`src/rtl/ext_ram_pkg.sv`:
```
// Shared types for the working-RAM scheduler.
// FSM state codes, grant encoding and default widths.
package ext_ram_pkg;

   localparam int DATA_W_DEF = 128;
   localparam int ADDR_W_DEF = 8;

   typedef logic [1:0] state_t;
   localparam state_t IDLE  = 2'd0;
   localparam state_t RUN   = 2'd1;
   localparam state_t DRAIN = 2'd2;

   typedef enum logic [1:0] {
      G_NONE,
      G_HWR,
      G_CORE,
      G_HRD
   } grant_e;

endpackage

```
`src/rtl/ext_ram_scheduler_if.sv`:
```
// Bus bundle between the scheduler and its host/core/RAM neighbours.
// slave: the scheduler side; master: the environment side.
interface ext_ram_if
   import ext_ram_pkg::*;
#(
   parameter int DATA_W = DATA_W_DEF,
   parameter int ADDR_W = ADDR_W_DEF
);
   logic              host_wr_en;
   logic [ADDR_W-1:0] host_wr_addr;
   logic [DATA_W-1:0] host_wr_data;
   logic [ADDR_W-1:0] host_rd_addr;
   logic [DATA_W-1:0] host_rd_data;
   logic              run;
   logic              swrst;
   logic              core_req;
   logic              core_we;
   logic [ADDR_W-1:0] core_addr;
   logic [DATA_W-1:0] core_wdata;
   logic              core_gnt;
   logic              core_rvalid;
   logic [DATA_W-1:0] core_rdata;
   logic              core_start;
   logic              core_done;
   logic              busy;
   logic              err_ovf;
   logic              ram_en;
   logic              ram_we;
   logic [ADDR_W-1:0] ram_addr;
   logic [DATA_W-1:0] ram_wdata;
   logic [DATA_W-1:0] ram_rdata;

   modport slave (
      input  host_wr_en, host_wr_addr, host_wr_data, host_rd_addr,
      input  run, swrst, core_req, core_we, core_addr, core_wdata,
      input  core_done, ram_rdata,
      output host_rd_data, core_gnt, core_rvalid, core_rdata,
      output core_start, busy, err_ovf,
      output ram_en, ram_we, ram_addr, ram_wdata
   );

   modport master (
      output host_wr_en, host_wr_addr, host_wr_data, host_rd_addr,
      output run, swrst, core_req, core_we, core_addr, core_wdata,
      output core_done, ram_rdata,
      input  host_rd_data, core_gnt, core_rvalid, core_rdata,
      input  core_start, busy, err_ovf,
      input  ram_en, ram_we, ram_addr, ram_wdata
   );

endinterface

```
`src/rtl/ext_ram_scheduler_arb.sv`:
```
// Per-cycle RAM port arbiter: host write, core access, host read.
// With ARB_FAIR_EN, host write and core alternate when both contend.
module ext_ram_arb
   import ext_ram_pkg::*;
(
   input  logic   pend_vld_i,
   input  logic   core_req_i,
   input  state_t state_i,
`ifdef ARB_FAIR_EN
   input  logic   last_core_i,
   output logic   last_core_o,
`endif
   output grant_e grant_o
);

   logic hw, cw, hr;
   logic host_first;
   logic hw_win, core_win, rd_win;

   always_comb begin
      hw = pend_vld_i;
      cw = core_req_i && (state_i == RUN);
      hr = (state_i == IDLE);
`ifdef ARB_FAIR_EN
      host_first = !(hw && cw) || last_core_i;
`else
      host_first = 1'b1;
`endif
      hw_win   = hw && host_first;
      core_win = cw && !hw_win;
      rd_win   = hr && !hw;
      grant_o  = G_NONE;
      unique case (1'b1)
         hw_win:   grant_o = G_HWR;
         core_win: grant_o = G_CORE;
         rd_win:   grant_o = G_HRD;
         default:  grant_o = G_NONE;
      endcase
`ifdef ARB_FAIR_EN
      last_core_o = core_win ? 1'b1 : (hw_win ? 1'b0 : last_core_i);
`endif
   end

endmodule

```
`src/rtl/ext_ram_scheduler.sv`:
```
// Shares one sync-read RAM between host bus and core; sequences sessions.
// Define ARB_FAIR_EN for round-robin host-write/core arbitration.
module ext_ram_scheduler
   import ext_ram_pkg::*;
#(
   parameter int DATA_W = DATA_W_DEF,
   parameter int ADDR_W = ADDR_W_DEF
)(
   input logic clk,
   input logic rst_n,
   ext_ram_if.slave bus
);

   state_t            state_q, state_d;
   logic              pend_q, pend_d;
   logic [ADDR_W-1:0] paddr_q, paddr_d;
   logic [DATA_W-1:0] pdata_q, pdata_d;
   logic              ovf_q, ovf_d;
   logic              rvalid_q, rvalid_d;
   logic              hrd_q, hrd_d;
   logic [DATA_W-1:0] hold_q, hold_d;
   grant_e            arb_gnt, gnt;
   logic              drain;

`ifdef ARB_FAIR_EN
   logic last_core_q, last_core_d;
`endif

   ext_ram_arb u_arb (
      .pend_vld_i  (pend_q),
      .core_req_i  (bus.core_req),
      .state_i     (state_q),
`ifdef ARB_FAIR_EN
      .last_core_i (last_core_q),
      .last_core_o (last_core_d),
`endif
      .grant_o     (arb_gnt)
   );

   // No RAM strobe may escape while reset is held.
   assign gnt   = rst_n ? arb_gnt : G_NONE;
   assign drain = (gnt == G_HWR);

   always_comb begin
      pend_d  = pend_q;
      paddr_d = paddr_q;
      pdata_d = pdata_q;
      ovf_d   = ovf_q;
      if (bus.host_wr_en && pend_q && !drain) begin
         ovf_d = 1'b1;
      end else if (bus.host_wr_en) begin
         pend_d  = 1'b1;
         paddr_d = bus.host_wr_addr;
         pdata_d = bus.host_wr_data;
      end else if (drain) begin
         pend_d = 1'b0;
      end
      if (bus.swrst) pend_d = 1'b0;
      rvalid_d = (gnt == G_CORE) && !bus.core_we && !bus.swrst;
      hrd_d    = (gnt == G_HRD);
      hold_d   = hrd_q ? bus.ram_rdata : hold_q;
   end

   always_comb begin
      state_d = state_q;
      case (state_q)
         IDLE:    if (bus.run) state_d = RUN;
         RUN:     if (bus.core_done) state_d = DRAIN;
         DRAIN:   if (!rvalid_q && !pend_q) state_d = IDLE;
         default: state_d = IDLE;
      endcase
      if (bus.swrst) state_d = IDLE;
   end

   always_ff @(posedge clk) begin
      if (!rst_n) begin
         state_q  <= IDLE;
         pend_q   <= 1'b0;
         paddr_q  <= '0;
         pdata_q  <= '0;
         ovf_q    <= 1'b0;
         rvalid_q <= 1'b0;
         hrd_q    <= 1'b0;
         hold_q   <= '0;
      end else begin
         state_q  <= state_d;
         pend_q   <= pend_d;
         paddr_q  <= paddr_d;
         pdata_q  <= pdata_d;
         ovf_q    <= ovf_d;
         rvalid_q <= rvalid_d;
         hrd_q    <= hrd_d;
         hold_q   <= hold_d;
      end
   end

`ifdef ARB_FAIR_EN
   // Starts as "core won last" so the host takes the first contest.
   always_ff @(posedge clk) begin
      if (!rst_n) last_core_q <= 1'b1;
      else        last_core_q <= last_core_d;
   end
`endif

   always_comb begin
      bus.ram_addr  = '0;
      bus.ram_wdata = '0;
      case (gnt)
         G_HWR: begin
            bus.ram_addr  = paddr_q;
            bus.ram_wdata = pdata_q;
         end
         G_CORE: begin
            bus.ram_addr  = bus.core_addr;
            bus.ram_wdata = bus.core_wdata;
         end
         G_HRD:   bus.ram_addr = bus.host_rd_addr;
         default: bus.ram_addr = '0;
      endcase
   end

   assign bus.ram_en  = (gnt != G_NONE);
   assign bus.ram_we  = drain || ((gnt == G_CORE) && bus.core_we);
   assign bus.core_gnt = (gnt == G_CORE);
   assign bus.core_start = rst_n && bus.run && !bus.swrst
                           && (state_q == IDLE);
   assign bus.busy        = (state_q != IDLE);
   assign bus.err_ovf     = ovf_q;
   assign bus.core_rvalid = rvalid_q;
   assign bus.core_rdata  = rvalid_q ? bus.ram_rdata : '0;
   assign bus.host_rd_data = hrd_q ? bus.ram_rdata : hold_q;

endmodule

```
`src/flat_wrapper.sv`:
```
// flat-port wrapper written by rule: the top's interface ports become plain ports
module ext_ram_scheduler_flat import ext_ram_pkg::*;
#(
   parameter int DATA_W = DATA_W_DEF,
   parameter int ADDR_W = ADDR_W_DEF
)
  (clk, rst_n, bus_host_wr_en, bus_host_wr_addr, bus_host_wr_data, bus_host_rd_addr, bus_run, bus_swrst, bus_core_req, bus_core_we, bus_core_addr, bus_core_wdata, bus_core_done, bus_ram_rdata, bus_host_rd_data, bus_core_gnt, bus_core_rvalid, bus_core_rdata, bus_core_start, bus_busy, bus_err_ovf, bus_ram_en, bus_ram_we, bus_ram_addr, bus_ram_wdata);
  ext_ram_if #(.DATA_W(DATA_W), .ADDR_W(ADDR_W)) bus_i ();
  input logic clk;
  input logic rst_n;
  input wire logic [$bits(bus_i.host_wr_en)-1:0] bus_host_wr_en;
  input wire logic [$bits(bus_i.host_wr_addr)-1:0] bus_host_wr_addr;
  input wire logic [$bits(bus_i.host_wr_data)-1:0] bus_host_wr_data;
  input wire logic [$bits(bus_i.host_rd_addr)-1:0] bus_host_rd_addr;
  input wire logic [$bits(bus_i.run)-1:0] bus_run;
  input wire logic [$bits(bus_i.swrst)-1:0] bus_swrst;
  input wire logic [$bits(bus_i.core_req)-1:0] bus_core_req;
  input wire logic [$bits(bus_i.core_we)-1:0] bus_core_we;
  input wire logic [$bits(bus_i.core_addr)-1:0] bus_core_addr;
  input wire logic [$bits(bus_i.core_wdata)-1:0] bus_core_wdata;
  input wire logic [$bits(bus_i.core_done)-1:0] bus_core_done;
  input wire logic [$bits(bus_i.ram_rdata)-1:0] bus_ram_rdata;
  output wire logic [$bits(bus_i.host_rd_data)-1:0] bus_host_rd_data;
  output wire logic [$bits(bus_i.core_gnt)-1:0] bus_core_gnt;
  output wire logic [$bits(bus_i.core_rvalid)-1:0] bus_core_rvalid;
  output wire logic [$bits(bus_i.core_rdata)-1:0] bus_core_rdata;
  output wire logic [$bits(bus_i.core_start)-1:0] bus_core_start;
  output wire logic [$bits(bus_i.busy)-1:0] bus_busy;
  output wire logic [$bits(bus_i.err_ovf)-1:0] bus_err_ovf;
  output wire logic [$bits(bus_i.ram_en)-1:0] bus_ram_en;
  output wire logic [$bits(bus_i.ram_we)-1:0] bus_ram_we;
  output wire logic [$bits(bus_i.ram_addr)-1:0] bus_ram_addr;
  output wire logic [$bits(bus_i.ram_wdata)-1:0] bus_ram_wdata;
  assign bus_i.host_wr_en = bus_host_wr_en;
  assign bus_i.host_wr_addr = bus_host_wr_addr;
  assign bus_i.host_wr_data = bus_host_wr_data;
  assign bus_i.host_rd_addr = bus_host_rd_addr;
  assign bus_i.run = bus_run;
  assign bus_i.swrst = bus_swrst;
  assign bus_i.core_req = bus_core_req;
  assign bus_i.core_we = bus_core_we;
  assign bus_i.core_addr = bus_core_addr;
  assign bus_i.core_wdata = bus_core_wdata;
  assign bus_i.core_done = bus_core_done;
  assign bus_i.ram_rdata = bus_ram_rdata;
  assign bus_host_rd_data = bus_i.host_rd_data;
  assign bus_core_gnt = bus_i.core_gnt;
  assign bus_core_rvalid = bus_i.core_rvalid;
  assign bus_core_rdata = bus_i.core_rdata;
  assign bus_core_start = bus_i.core_start;
  assign bus_busy = bus_i.busy;
  assign bus_err_ovf = bus_i.err_ovf;
  assign bus_ram_en = bus_i.ram_en;
  assign bus_ram_we = bus_i.ram_we;
  assign bus_ram_addr = bus_i.ram_addr;
  assign bus_ram_wdata = bus_i.ram_wdata;
  ext_ram_scheduler #(.DATA_W(DATA_W), .ADDR_W(ADDR_W)) u_core (.clk(clk), .rst_n(rst_n), .bus(bus_i));
endmodule
```
`config.mk`:
```
export PLATFORM = sky130hd
export DESIGN_NAME = ext_ram_scheduler_flat
export DESIGN_NICKNAME = d
export VERILOG_FILES = /design/src/rtl/ext_ram_pkg.sv /design/src/rtl/ext_ram_scheduler_if.sv /design/src/rtl/ext_ram_scheduler_arb.sv /design/src/rtl/ext_ram_scheduler.sv /design/src/flat_wrapper.sv
export SDC_FILE = /design/constraint.sdc
export NUM_CORES = 1
export LEC_CHECK = 0
export CELL_PAD_IN_SITES_DETAIL_PLACEMENT = 0
export CELL_PAD_IN_SITES_GLOBAL_PLACEMENT = 1
export CORE_AREA = 4 4 314 316
export CTS_CLUSTER_SIZE = 14
export DETAILED_ROUTE_END_ITERATION = 6
export DIE_AREA = 0 0 318 320
export PLACE_DENSITY = 0.45
export SYNTH_ARGS = -nofsm -noshare
export SYNTH_HDL_FRONTEND = slang
export SYNTH_HIERARCHICAL = 1
export SYNTH_SLANG_ARGS = --single-unit
```
`constraint.sdc`:
```
create_clock -name clk -period 4.1 [get_ports clk]
set_clock_uncertainty 0.15 [all_clocks]
set_input_delay 0.41 -clock clk [delete_from_list [all_inputs] [get_ports clk]]
set_output_delay 0.41 -clock clk [all_outputs]
set_load 0.05 [all_outputs]
```
==> impl_metrics.yaml, run 1 <==
routing:
  drtPass1Iterations: 7
  highest_layer: "met5"
  vias: 13577
  drt-wirelength-per-cell_um: 20.4
  dr_wl_met3_um: 6650
  postRouteWirelength_um: 72900
  ant_nets: 0
  route.met2.wl_um: 36800
  wl_met1_um: 27800
  drc: 0
  first_iter_violations: 514
  routed_via_density: 3.80
critical_path:
  max_stage_delay_ps: 580
  crit_path_start: "u_core/state_q[1]"
  cp_top_family: "buffers and inverters"
  worstPathRequired_ps: 3540
  critical_path_arrival_ps: 3310
  critical_path_class: "reg -> out"
  slowest_stage: "ha_4"
  crit_chain: "o21bai_1 > nand2_1 > inv_1 > ha_4 > buf_4 > a22oi_1 > nor2b_1 > buf_12"
  cp_max_fo: 47
  r2r-start: "u_core/state_q[1]"
  critPathBufInv: 3
  end_kind: "output port"
  start_kind: "flop"
synth:
  ys_warn_count: 6
  synth_seq_cells: 270
  synthMuxAreaShare: 0.207
  synth_top_cell_by_area: "dfxtp_1"
  synth_xor_area_frac: 0
  yosys.area_share.simple: 0.261
  synthDominantCellAreaShare: 0.399
  yosysSeqAreaShare: 0.399
  synthAdderAreaFrac: 0.00461
  postSynthAreaPerCell_um2: 9.05
  ys_types: 30
  syn_area_um2: 13600
  synth_nets: 1920
  synth.area.top_cells: "dfxtp_1, and2_1, mux2i_1"
  synth_compound_area_frac: 0.0807
  syn_inst: 1499
  synth_top_family_by_area: "simple AND/OR/NAND/NOR gates"
timing:
  post-route-period-util: 0.945
  relSlewSlack: 0.407
  finalSetupTns_ps: 0
  fin_crit_ps: 3870
  rsz0062_at_grt: "false"
  final-max-slew-violation-count: 0
  clock.fmax_ghz: 0.258
  hold_viol: 0
  setup_viol: 0
  worst_pin_slew_ps: 890
clock_tree:
  root_buffer: "clkbuf_16"
  postCtsSetupRepairBufs: 0
  cts.sinks: 270
  cts_hold_buf: 0
  cts_max_level: 2
  path_clk_slew_ps: 60
  clk_path_buf_depth: 3
  cts_tree: "yes"
  cts_buffers: 38
  cts_resized: 0
  clk_latency_ps: 550
layout:
  layout_commonest_cell: "clkdlybuf4s50_1"
  postLayoutCoreUtil: 0.264
  num-fill-cells: 10288
  nNetsFinal: 2680
  layout-drive-gt1-share: 0.113
  fin_cells: 3576
  final_cell_mix: "clkdlybuf4s50_1, nand2_1, dfxtp_1"
  syn_to_final_growth_pct: 86.7
die:
  dieHeight_um: 320
  io_pins: 815
  die-area_um2: 102000
  row_count: 114
  core_area_um2: 96000
  die_w_um: 318
  start_util: 0.141
global_route:
  grt-ovfl-total: 0
  grt_max_degree: 95
  first_global_vias: 14535
  grt_pass1_wl_um: 103000
  antenna_found_initial: 40
  grt_usage: 0.136
pwr:
  p_leak_nw: 9.90
  power_density_nw_per_um2: 337
  vdd_drop_max_v: 0.000260
  finalPower_mw: 8.54
placement:
  dp.final_hpwl_um: 57700
  numPortBuffers: 814
  place.gp.congestion: 0.743
  placed_cells: 3495
job:
  cap_violations: 0
worst_hold_path:
  worstHoldStart: "rst_n"
  min_path_type: "in -> reg"
run_status:
  status: "completed"
-- worst min-delay path, stage by stage --
cell and delay (ps):
buf_8 120, nand2_1 90, mux2i_1 70
-- cell families after synthesis --
logic type,Yosys count
simple gates,678
flops,270
mux,264
compound gates,143
buf+inv,139
fa+ha+maj,5
-- flip-flops by register name, summed over array words and instances (netlist names) --
signal and count:
u_core/pend_q 1, u_core/bus.core_rvalid 1, u_core/bus.err_ovf 1, u_core/paddr_q 8, u_core/hrd_q 1, u_core/hold_q 128
u_core/pdata_q 128, u_core/state_q 2
-- through the flow --
stage	cell area, um2	hold slack, ps	setup slack [ps]
finish	25300	42.0	226
floorplan	13600	284	651
global placement	24000	293	476
global route	25300	41.8	50.5
detailed placement	24000	301	468
CTS	25300	15.8	166
-- power by group --
group | switching (mW) | internal [mW]
Combinational | 1.24 | 1.05
Clock | 1.38 | 2.03
Sequential | 0.0890 | 2.76
Total | 2.71 | 5.83
-- cells in the mapped netlist --
| library cell | count |
|---|---|
| o21bai_1 | 1 |
| or2_2 | 1 |
| mux2_1 | 119 |
| nand3b_1 | 1 |
| a211oi_2 | 1 |
| nor2b_1 | 130 |
| mux2_2 | 9 |
| nor2_1 | 11 |
| a222oi_1 | 8 |
| nand2b_1 | 1 |
| nor2b_2 | 1 |
| nor4b_1 | 1 |
| nor3b_1 | 1 |
| dfxtp_1 | 270 |
| buf_6 | 1 |
| o211ai_1 | 1 |
| and2_1 | 257 |
| a21o_1 | 1 |
| ha_1 | 5 |
| nand2_1 | 274 |
| a2111oi_0 | 1 |
| mux2i_1 | 136 |
| a22oi_1 | 128 |
| inv_1 | 5 |
| buf_4 | 12 |
| buf_2 | 34 |
| buf_1 | 5 |
| a21oi_1 | 2 |
| buf_8 | 4 |
| clkbuf_1 | 78 |
-- routing by layer --
layer | GRT usage | up-vias
met4 | 0.0347 | 18
met3 | 0.0572 | 111
li1 | - | 6540
met5 | 0 | -
met1 | 0.145 | 6366
met2 | 0.247 | 542
-- path summary, 6_finish.rpt --
| check | to | slack [ps] | cells past startpoint |
|---|---|---|---|
| worst max-delay path | bus_ram_wdata[50] | 230 | 8 |
| worst min-delay path | u_core/pdata_q[106] | 40 | 3 |
| worst max register to register | u_core/pdata_q[124] | 950 | 9 |
| worst min register to register | u_core/pdata_q[120] | 310 | 2 |
-- final cells by class --
class                      instances  area, um2  share of cell area
inverter                           5       18.8            0.000741
tap                             1276       1600              0.0630
multi-input combinational       1090       7540               0.298
clock inverter                     7       65.1             0.00257
sequential                       270       5410               0.214
timing repair buffer             854       9450               0.373
antenna                           12       30.0             0.00119
clock buffer                      62       1210              0.0479
(Power assumes the default switching activity.)
==> inputs of run 2 (changes only) <==
--- a/config.mk
+++ b/config.mk
@@ -7,11 +7,11 @@
 export LEC_CHECK = 0
 export CELL_PAD_IN_SITES_DETAIL_PLACEMENT = 0
 export CELL_PAD_IN_SITES_GLOBAL_PLACEMENT = 1
-export CORE_AREA = 4 4 314 316
+export CORE_AREA = 4 4 316 318
 export CTS_CLUSTER_SIZE = 14
 export DETAILED_ROUTE_END_ITERATION = 6
-export DIE_AREA = 0 0 318 320
-export PLACE_DENSITY = 0.45
+export DIE_AREA = 0 0 320 322
+export PLACE_DENSITY = 0.44
 export SYNTH_ARGS = -nofsm -noshare
 export SYNTH_HDL_FRONTEND = slang
 export SYNTH_HIERARCHICAL = 1
==> constraint.sdc (replaced) <==
create_clock -name clk -period 3.7 [get_ports clk]
set_clock_uncertainty 0.15 [all_clocks]
set_input_delay 0.37 -clock clk [delete_from_list [all_inputs] [get_ports clk]]
set_output_delay 0.37 -clock clk [all_outputs]
set_load 0.05 [all_outputs]
==> run 2 against run 1 <==
  * Global-route usage barely moved
  * Combinational power is 15% higher
  * Utilization up 0.38 points
  * Hold slack gained 180 ps
  * Power rose by 14%
  * Critical path depth grew 2
  * Register-to-register slack got worse by 90 ps
  * Final area increased by 2.0%
  * Via count fell by 0.42%
  * Critical endpoint is now bus_ram_wdata[13]
  * Sequential share of layout area is 0.43 points lower
  * Clock-buffer cell count decreased by 2
==> impl_metrics.yaml, run 2 (synthesized netlist as in run 1, its figures left out) <==
clock_tree:
  cts_buffers: 40
  root_buffer: "clkbuf_16"
  clk_latency_ps: 550
  path_clk_slew_ps: 60
  clk_path_buf_depth: 3
  cts.sinks: 270
  cts_max_level: 2
  cts_tree: "yes"
global_route:
  grt_usage: 0.136
  antenna_found_initial: 44
  grt_max_degree: 186
  grt-ovfl-total: 0
  first_global_vias: 14178
  grt_pass1_wl_um: 104000
layout:
  layout_commonest_cell: "clkdlybuf4s50_1"
  final-seq-area_um2: 5410
  nNetsFinal: 2674
  layout-drive-gt1-share: 0.109
  postLayoutCoreUtil: 0.268
  top_regs: "u_core/hold_q x128, u_core/pdata_q x128, u_core/paddr_q x8"
  multi_input_area_um2: 7540
  syn_to_final_growth_pct: 90.5
  num-fill-cells: 10288
  final_cell_mix: "clkdlybuf4s50_1, nand2_1, dfxtp_1"
critical_path:
  end_kind: "output port"
  crit_end: "bus_ram_wdata[13]"
  cp_max_fo: 39
  crit_path_start: "rst_n"
  critical_path_class: "in -> out"
  regToRegSetupSlack_ps: 860
  critical_path_arrival_ps: 2890
  worstPathRequired_ps: 3180
  reg2regPathDepth: 8
  r2r_end: "u_core/pdata_q[50]"
  r2r-start: "u_core/state_q[0]"
  start_kind: "primary input"
timing:
  final-max-slew-violation-count: 0
  fin_crit_ps: 3410
  finalSetupTns_ps: 0
  hold_viol: 0
  rsz0062_at_grt: "false"
  whs_ps: 223
  layout_setup_ws_ps: 295
  setup_viol: 0
  clock.fmax_ghz: 0.294
  post-route-period-util: 0.920
  worst_pin_slew_ps: 912
  relSlewSlack: 0.392
pwr:
  p_leak_nw: 10.0
  vdd_drop_max_v: 0.000280
  power_density_nw_per_um2: 375
  finalPower_mw: 9.70
job:
  cap_violations: 0
routing:
  postRouteWirelength_um: 74800
  routed_via_density: 3.78
  first_iter_violations: 534
  drc: 0
  ant_nets: 0
  drt-wirelength-per-cell_um: 20.9
  vias: 13520
  drtPass1Iterations: 6
run_status:
  status: "completed"
placement:
  place.gp.congestion: 0.784
  dp.final_hpwl_um: 58900
  pre_cts_ws_ps: 369
  numPortBuffers: 814
die:
  die-area_um2: 103000
  core_area_um2: 96600
  row_count: 114
  dieHeight_um: 322
  die_w_um: 320
  start_util: 0.140
  io_pins: 815
worst_hold_path:
  min_path_type: "in -> reg"
run 2: cell count changes in the layout (fill, tap and decap cells not counted), moves of 3 or more:
cell	change
clkbuf_16	+3
buf_4	-50
diode_2	+3
clkbuf_8	-9
buf_12	+41
bufinv_16	+3
clkbuf_1	+4
run 2: cell type report:
type | count | share of cell area
timing repair buffer | 846 | 0.383
multi-input combinational | 1090 | 0.292
sequential | 270 | 0.209
tap | 1276 | 0.0618
clock buffer | 60 | 0.0456
clock inverter | 11 | 0.00576
antenna | 15 | 0.00145
inverter | 5 | 0.000726
run 2: how the worst min path moves through the flow:
stage	start	endpoint	slack, ps	depth (start not counted)
global placement	u_core/pdata_q[119]	u_core/pdata_q[119]	290	2
global route	bus_host_wr_data[0]	u_core/pdata_q[0]	200	3
floorplan	u_core/paddr_q[0]	u_core/paddr_q[0]	280	2
finish	bus_host_wr_data[69]	u_core/pdata_q[69]	220	3
CTS	bus_host_wr_data[69]	u_core/pdata_q[69]	160	3
detailed placement	u_core/pdata_q[41]	u_core/pdata_q[41]	300	2
run 2: repair_timing:
item,4_1_cts,5_1_grt
resized for setup,0,1
setup buffers,0,0
hold buffers,1,0
hold endpoints to repair,1,0
setup endpoints to repair,0,3
run 2: power breakdown:
part / leakage (nW) / switching (mW) / internal [mW]
Combinational: 7.15 / 1.41 / 1.23
Clock: 0.649 / 1.50 / 2.41
Sequential: 2.21 / 0.0933 / 3.06
run 2: per-stage QoR:
step	cells	instance area (um2)
after floorplan	1499	13600
after global placement	3486	24500
after detailed placement	3486	24500
after CTS	3558	25800
after global routing	3569	25800
final	3573	25800
run 2: worst max-delay path, stage by stage:
cell	delay, ps
dlygate4sd3_1	610
buf_8	150
nand2_1	160
inv_1	160
ha_4	200
buf_12	250
buf_6	310
a22oi_1	150
nor2b_1	270
buf_12	180
run 2: metal layers:
metal  track usage  wire length (um)
met5             0               234
met1         0.138             27000
met3        0.0649              7790
met4        0.0447              1920
met2         0.246             37900
